==> config.mk <==
export PLATFORM = sky130hd
export DESIGN_NAME = audio_source_arbiter_flat
export DESIGN_NICKNAME = d
export VERILOG_FILES = /design/src/rtl/audio_arb_pkg.sv /design/src/rtl/audio_source_arbiter_if.sv /design/src/rtl/mux4.sv /design/src/rtl/rr_pick4.sv /design/src/rtl/audio_source_arbiter.sv /design/src/flat_wrapper.sv
export SDC_FILE = /design/constraint.sdc
export NUM_CORES = 1
export LEC_CHECK = 0
export BUFFER_PORTS_ARGS = -buffer_cell sky130_fd_sc_hd__clkbuf_2
export CAP_MARGIN = 10
export CORE_AREA = 2 2 70 72
export CTS_CLUSTER_DIAMETER = 50
export DETAILED_ROUTE_END_ITERATION = 10
export DIE_AREA = 0 0 72 74
export MAX_ROUTING_LAYER = met4
export PLACE_DENSITY = 0.76
export SLEW_MARGIN = 40
export SYNTH_ARGS = -nofsm -noshare
export SYNTH_HDL_FRONTEND = slang
export SYNTH_SLANG_ARGS = --single-unit
==> constraint.sdc <==
create_clock -name clk -period 3.34 [get_ports clk]
set_input_delay 0.668 -clock clk [delete_from_list [all_inputs] [get_ports clk]]
set_output_delay 0.668 -clock clk [all_outputs]
set_load 0.05 [all_outputs]
==> src/rtl/audio_arb_pkg.sv <==
// audio_arb_pkg: shared constants and state encoding for the audio source arbiter
package audio_arb_pkg;
  localparam int NUM_SRC = 4;
  localparam int BURST_CNT_W = 4;
  typedef enum logic {S_IDLE = 1'b0, S_SEND = 1'b1} state_t;
endpackage

==> src/rtl/audio_source_arbiter_if.sv <==
// audio_source_arbiter_if: source requests/samples in, selected sample and grant status out
interface audio_source_arbiter_if #(parameter int WIDTH = 32);
  logic [3:0] req;
  logic [WIDTH-1:0] a, b, c, d;
  logic out_ready;
  logic out_valid;
  logic [WIDTH-1:0] out_data;
  logic [1:0] sel;
  logic [3:0] grant;
  logic [3:0] ack;
  logic busy;
  modport slave (input req, a, b, c, d, out_ready, output out_valid, out_data, sel, grant, ack, busy);
  modport master (output req, a, b, c, d, out_ready, input out_valid, out_data, sel, grant, ack, busy);
endinterface

==> src/rtl/mux4.sv <==
// mux4: 4:1 sample multiplexer
module mux4 #(parameter int WIDTH = 32) (
  input  logic [WIDTH-1:0] a,
  input  logic [WIDTH-1:0] b,
  input  logic [WIDTH-1:0] c,
  input  logic [WIDTH-1:0] d,
  input  logic [1:0]       sel,
  output logic [WIDTH-1:0] y
);
  assign y = sel[1] ? (sel[0] ? d : c) : (sel[0] ? b : a);
endmodule

==> src/rtl/rr_pick4.sv <==
// rr_pick4: round-robin winner among four requests, searching upward from the one after last
module rr_pick4 (
  input  logic [3:0] req,
  input  logic [1:0] last,
  output logic       found,
  output logic [1:0] idx
);
  // walk from lowest priority (last itself) to highest so the nearest set bit wins
  always_comb begin
    found = 1'b0;
    idx = '0;
    for (int i = 4; i >= 1; i--)
      if (req[2'(last + 2'(i))]) begin
        found = 1'b1;
        idx = 2'(last + 2'(i));
      end
  end
endmodule

==> src/rtl/audio_source_arbiter.sv <==
// audio_source_arbiter: round-robin burst arbiter putting one of four sample sources on a valid/ready bus
module audio_source_arbiter
  import audio_arb_pkg::*;
#(
  parameter int WIDTH = 32,
  parameter int BURST = 4
) (
  input  logic clk,
  input  logic reset,
  audio_source_arbiter_if.slave bus
);
  localparam logic [BURST_CNT_W-1:0] LIM = BURST_CNT_W'(BURST - 1);
  state_t state, state_n;
  logic [3:0] grant, grant_n;
  logic [1:0] sel, sel_n, last, last_n, idx;
  logic [BURST_CNT_W-1:0] cnt, cnt_n;
  logic acked, found, hs, req_sel, rearb;
  rr_pick4 u_pick (.req(bus.req), .last(last), .found(found), .idx(idx));
  mux4 #(.WIDTH(WIDTH)) u_mux (.a(bus.a), .b(bus.b), .c(bus.c), .d(bus.d), .sel(sel), .y(bus.out_data));
  assign req_sel = bus.req[sel];
  assign bus.out_valid = (state == S_SEND) && req_sel;
  assign hs = bus.out_valid && bus.out_ready;
  assign bus.ack = hs ? 4'(1) << sel : '0;
  assign bus.grant = grant;
  assign bus.sel = sel;
  assign bus.busy = state == S_SEND;
  // a source that drops req right after an ack is done; dropping it with no prior ack is a violation
  assign rearb = (state == S_IDLE) || (hs ? cnt == LIM : (!req_sel && acked));
  // next grant, rotation pointer and burst count
  always_comb begin
    state_n = state;
    grant_n = grant;
    sel_n = sel;
    last_n = last;
    cnt_n = cnt;
    if (rearb) begin
      state_n = found ? S_SEND : S_IDLE;
      grant_n = found ? 4'(1) << idx : '0;
      sel_n = found ? idx : sel;
      last_n = found ? idx : last;
      cnt_n = '0;
    end else if (hs) begin
      cnt_n = cnt + 1'b1;
    end else if (!req_sel) begin
      state_n = S_IDLE;
      grant_n = '0;
      cnt_n = '0;
    end
  end
  // arbiter state, cleared immediately by reset
  always_ff @(posedge clk or negedge reset)
    if (!reset) begin
      state <= S_IDLE;
      grant <= '0;
      sel <= '0;
      last <= 2'd3;
      cnt <= '0;
      acked <= 1'b0;
    end else begin
      state <= state_n;
      grant <= grant_n;
      sel <= sel_n;
      last <= last_n;
      cnt <= cnt_n;
      acked <= hs;
    end
endmodule

==> src/flat_wrapper.sv <==
// flat-port wrapper written by rule: the top's interface ports become plain ports
module audio_source_arbiter_flat import audio_arb_pkg::*;
#(
  parameter int WIDTH = 32,
  parameter int BURST = 4
)
  (clk, reset, bus_req, bus_a, bus_b, bus_c, bus_d, bus_out_ready, bus_out_valid, bus_out_data, bus_sel, bus_grant, bus_ack, bus_busy);
  audio_source_arbiter_if #(.WIDTH(WIDTH)) bus_i ();
  input  logic clk;
  input  logic reset;
  input wire logic [$bits(bus_i.req)-1:0] bus_req;
  input wire logic [$bits(bus_i.a)-1:0] bus_a;
  input wire logic [$bits(bus_i.b)-1:0] bus_b;
  input wire logic [$bits(bus_i.c)-1:0] bus_c;
  input wire logic [$bits(bus_i.d)-1:0] bus_d;
  input wire logic [$bits(bus_i.out_ready)-1:0] bus_out_ready;
  output wire logic [$bits(bus_i.out_valid)-1:0] bus_out_valid;
  output wire logic [$bits(bus_i.out_data)-1:0] bus_out_data;
  output wire logic [$bits(bus_i.sel)-1:0] bus_sel;
  output wire logic [$bits(bus_i.grant)-1:0] bus_grant;
  output wire logic [$bits(bus_i.ack)-1:0] bus_ack;
  output wire logic [$bits(bus_i.busy)-1:0] bus_busy;
  assign bus_i.req = bus_req;
  assign bus_i.a = bus_a;
  assign bus_i.b = bus_b;
  assign bus_i.c = bus_c;
  assign bus_i.d = bus_d;
  assign bus_i.out_ready = bus_out_ready;
  assign bus_out_valid = bus_i.out_valid;
  assign bus_out_data = bus_i.out_data;
  assign bus_sel = bus_i.sel;
  assign bus_grant = bus_i.grant;
  assign bus_ack = bus_i.ack;
  assign bus_busy = bus_i.busy;
  audio_source_arbiter #(.WIDTH(WIDTH), .BURST(BURST)) u_core (.clk(clk), .reset(reset), .bus(bus_i));
endmodule
==> reports/metrics.yaml <==
status: "completed"
worst_slack_ps: 516.0
numCtsBuffers: 3
clk_latency_ps: 240
ant_nets: 0
fillerInstances: 410
fin_skew_ps: 1.814
die-area_um2: 5328
gp_congestion: 0.8629
syn_area_per_cell_um2: 13.90
finalSetupViolations: 0
final_layout_size_suffix_gt1_share_pct: 78.80
dp_slack_ps: 518.9
cts_root_buf: "clkbuf_8"
synth_flop_cell: "dfrtp_1"
comb_power_share_pct: 83.3
die_h_um: 74
start_util_pct: 32.65
syn_inst: 108
period_share_pct: 84.55
h-tree-depth: 1
synth_nets: 244
num_antenna_cells: 0
drt_iter0_drc: 85
ir_drop_uv: 676.6
grt_max_degree: 39
clkPwrFrac_pct: 5.9
worst-path-buf-inv: 4
switching_power_mw: 1.631
slowest_stage: "mux4_2"
netlist_area_um2: 1501
routedWlPerCell_um: 18.59
power_density_nw_per_um2: 1084
drc_errors: 0
async_flop_share_pct: 100.0
coreArea_um2: 4598
num_vias: 1776
cts_tree: "done"
fp-row-count: 25
gr-total-overflow: 0
relSlewSlack_pct: 57.92
antenna_found_initial: 0
port_buffers: 178
hold_ws_ps: 322.9
synth_cell_types: 32
final_nets: 420
worst_slew_pin_slew_ps: 631.2
cts_resized: 0
critPathMaxFanout: 6
clock_sinks: 14
switching_share_pct: 60.38
cp-start-kind: "input pin"
boundaryPins: 179
viasPerCell: 5.270
area_growth_pct: 66.00
ys_seq_area_share_pct: 23.50
hpwlAfterDp_mm: 5.527
max_freq_mhz: 354.1
cp_top_family: "multiplexers"
crit_type: "in2out"
highest_layer: "met4"
finalCriticalPeriod_ps: 2824
grt_pass1_vias: 1740
wl_met2_mm: 3.247
ctsHoldBuffers: 0
grt_pass1_wl_mm: 8.687
max_stage_delay_ps: 510
pwr-share-seq_pct: 10.8
synth_area_leaders: "mux4_2, dfrtp_1, dfstp_2"
internal_power_mw: 1.070
wirelength_mm: 6.265
rsz0062_at_grt: "false"
synth_edf_count: 0
hold_path.class: "in2async"
max_cap_viol_count: 0
wl_met3_um: 752
ys_warn_count: 0
crit_path_end_kind: "primary output"
cp_cell_sequence: "clkbuf_2, mux4_2, nand2_1, inv_1, nand2_1, inv_1, and3_1, clkbuf_2"
yosysTopAreaCell: "mux4_2"
clk_pin_slew_worst_paths_ps: 50
leakage_nw: 1.306
clock_path_buffers: 2
critPathArrivalTime_ps: 2160
slew_viol_final: 0
yosys.area.top_type_share_pct: 49.50
wl_met1_mm: 2.199
synth-seq-cells: 14
die_w_um: 72
crit_required_ps: 2670
post-cts-setup-buffers: 0
hold_viol: 0
grtUsageTotal_pct: 22.24
dr.pass1.iters: 4
-- power groups by stage --
stage                     combinational, mW  sequential [mW]  clock [mW]
after floorplan                        1.70            0.393           0
after global placement                 2.24            0.291           0
after detailed placement               2.26            0.293           0
after CTS                              2.27            0.291       0.162
after global routing                   2.37            0.300       0.174
final                                  2.25            0.292       0.160
-- layout by cell type (no fill, tap or decap), drive strengths merged --
cell	count
clkbuf	182
a32o	4
nand3	1
mux4	33
nand4b	1
dfrtp	12
xor2	1
a21oi	4
mux2i	1
nor4	1
o22ai	1
buf	2
nor2	6
nand2	6
o311ai	1
nor3b	3
mux2	4
nor3	2
and3	1
o21ai	1
ha	1
inv	3
o311a	2
nand2b	2
nor2b	2
dfstp	2
a21o	2
nand4	1
or2	1
-- metrics by stage --
step	power [mW]	utilization [%]	cell area [um2]	TNS (ps)	std cells
2_1_floorplan	2.088	-	1501	-437.3	108
6_report	2.701	54.20	2492	0	337
3_5_place_dp	2.552	53.01	2437	0	333
5_1_grt	2.841	54.20	2492	0	337
4_1_cts	2.720	54.20	2492	0	337
3_3_place_gp	2.531	53.01	2437	0	333
-- flip-flops by register name, summed over array words and instances, names as in the netlist --
name	cells
u_core.bus.busy	1
u_core.last	2
u_core.bus.sel	2
u_core.acked	1
u_core.cnt	4
u_core.bus.grant	4
-- layer usage --
metal	track usage (%)	vias to the layer above
li1	-	813
met1	25.68	855
met2	38.17	98
met3	8.130	10
met4	3.354	0
met5	-	-
-- area by class of cell --
cell class / count / area (um2) / area share [%]
multi-input cells: 82 / 1099 / 44.08
well taps: 54 / 67.56 / 2.711
clock buffers: 4 / 55.05 / 2.209
flip-flops and latches: 14 / 354.1 / 14.21
inverters: 3 / 11.26 / 0.4518
repair buffers: 180 / 905.9 / 36.35
-- worst paths after layout --
kind	startpoint	to	slack (ps)	cells after the start
worst max-delay path	bus_req[3]	bus_ack[3]	520	8
worst min-delay path	reset	u_core.bus.grant[0]$_DFFE_PN0P_	320	1
worst max register to register	u_core.cnt[0]$_DFFE_PN0P_	u_core.bus.sel[0]$_DFFE_PN0P_	1350	5
worst min register to register	u_core.bus.grant[2]$_DFFE_PN0P_	u_core.bus.grant[2]$_DFFE_PN0P_	510	1
max in group asynchronous	reset	u_core.last[1]$_DFFE_PN1P_	2720	1
min in group clk	u_core.bus.grant[2]$_DFFE_PN0P_	u_core.bus.grant[2]$_DFFE_PN0P_	510	1
-- cells in the mapped netlist, types with 2 or more instances --
master / n
mux4_2: 33
inv_1: 3
nor2_1: 6
nand2b_1: 2
clkbuf_1: 4
nor2b_1: 2
buf_2: 4
nor3b_1: 3
mux2_1: 4
a21oi_1: 4
dfstp_2: 2
nand2_1: 6
a32o_1: 4
a21o_1: 2
dfrtp_1: 12
-- cell families (layout without fill, tap and decap cells) --
group | after synthesis | in the layout | synth area share [%]
XOR/XNOR | 1 | 1 | 0.5834
buffers and inverters | 12 | 187 | 3.333
AO/OA/AOI/OAI | 15 | 15 | 8.417
multiplexers | 38 | 38 | 53.17
adder cells (fa/ha/maj) | 1 | 1 | 0.8332
flip-flops | 14 | 14 | 23.50
AND/OR/NAND/NOR | 27 | 27 | 10.17
Power figures use the tool's default switching activity.
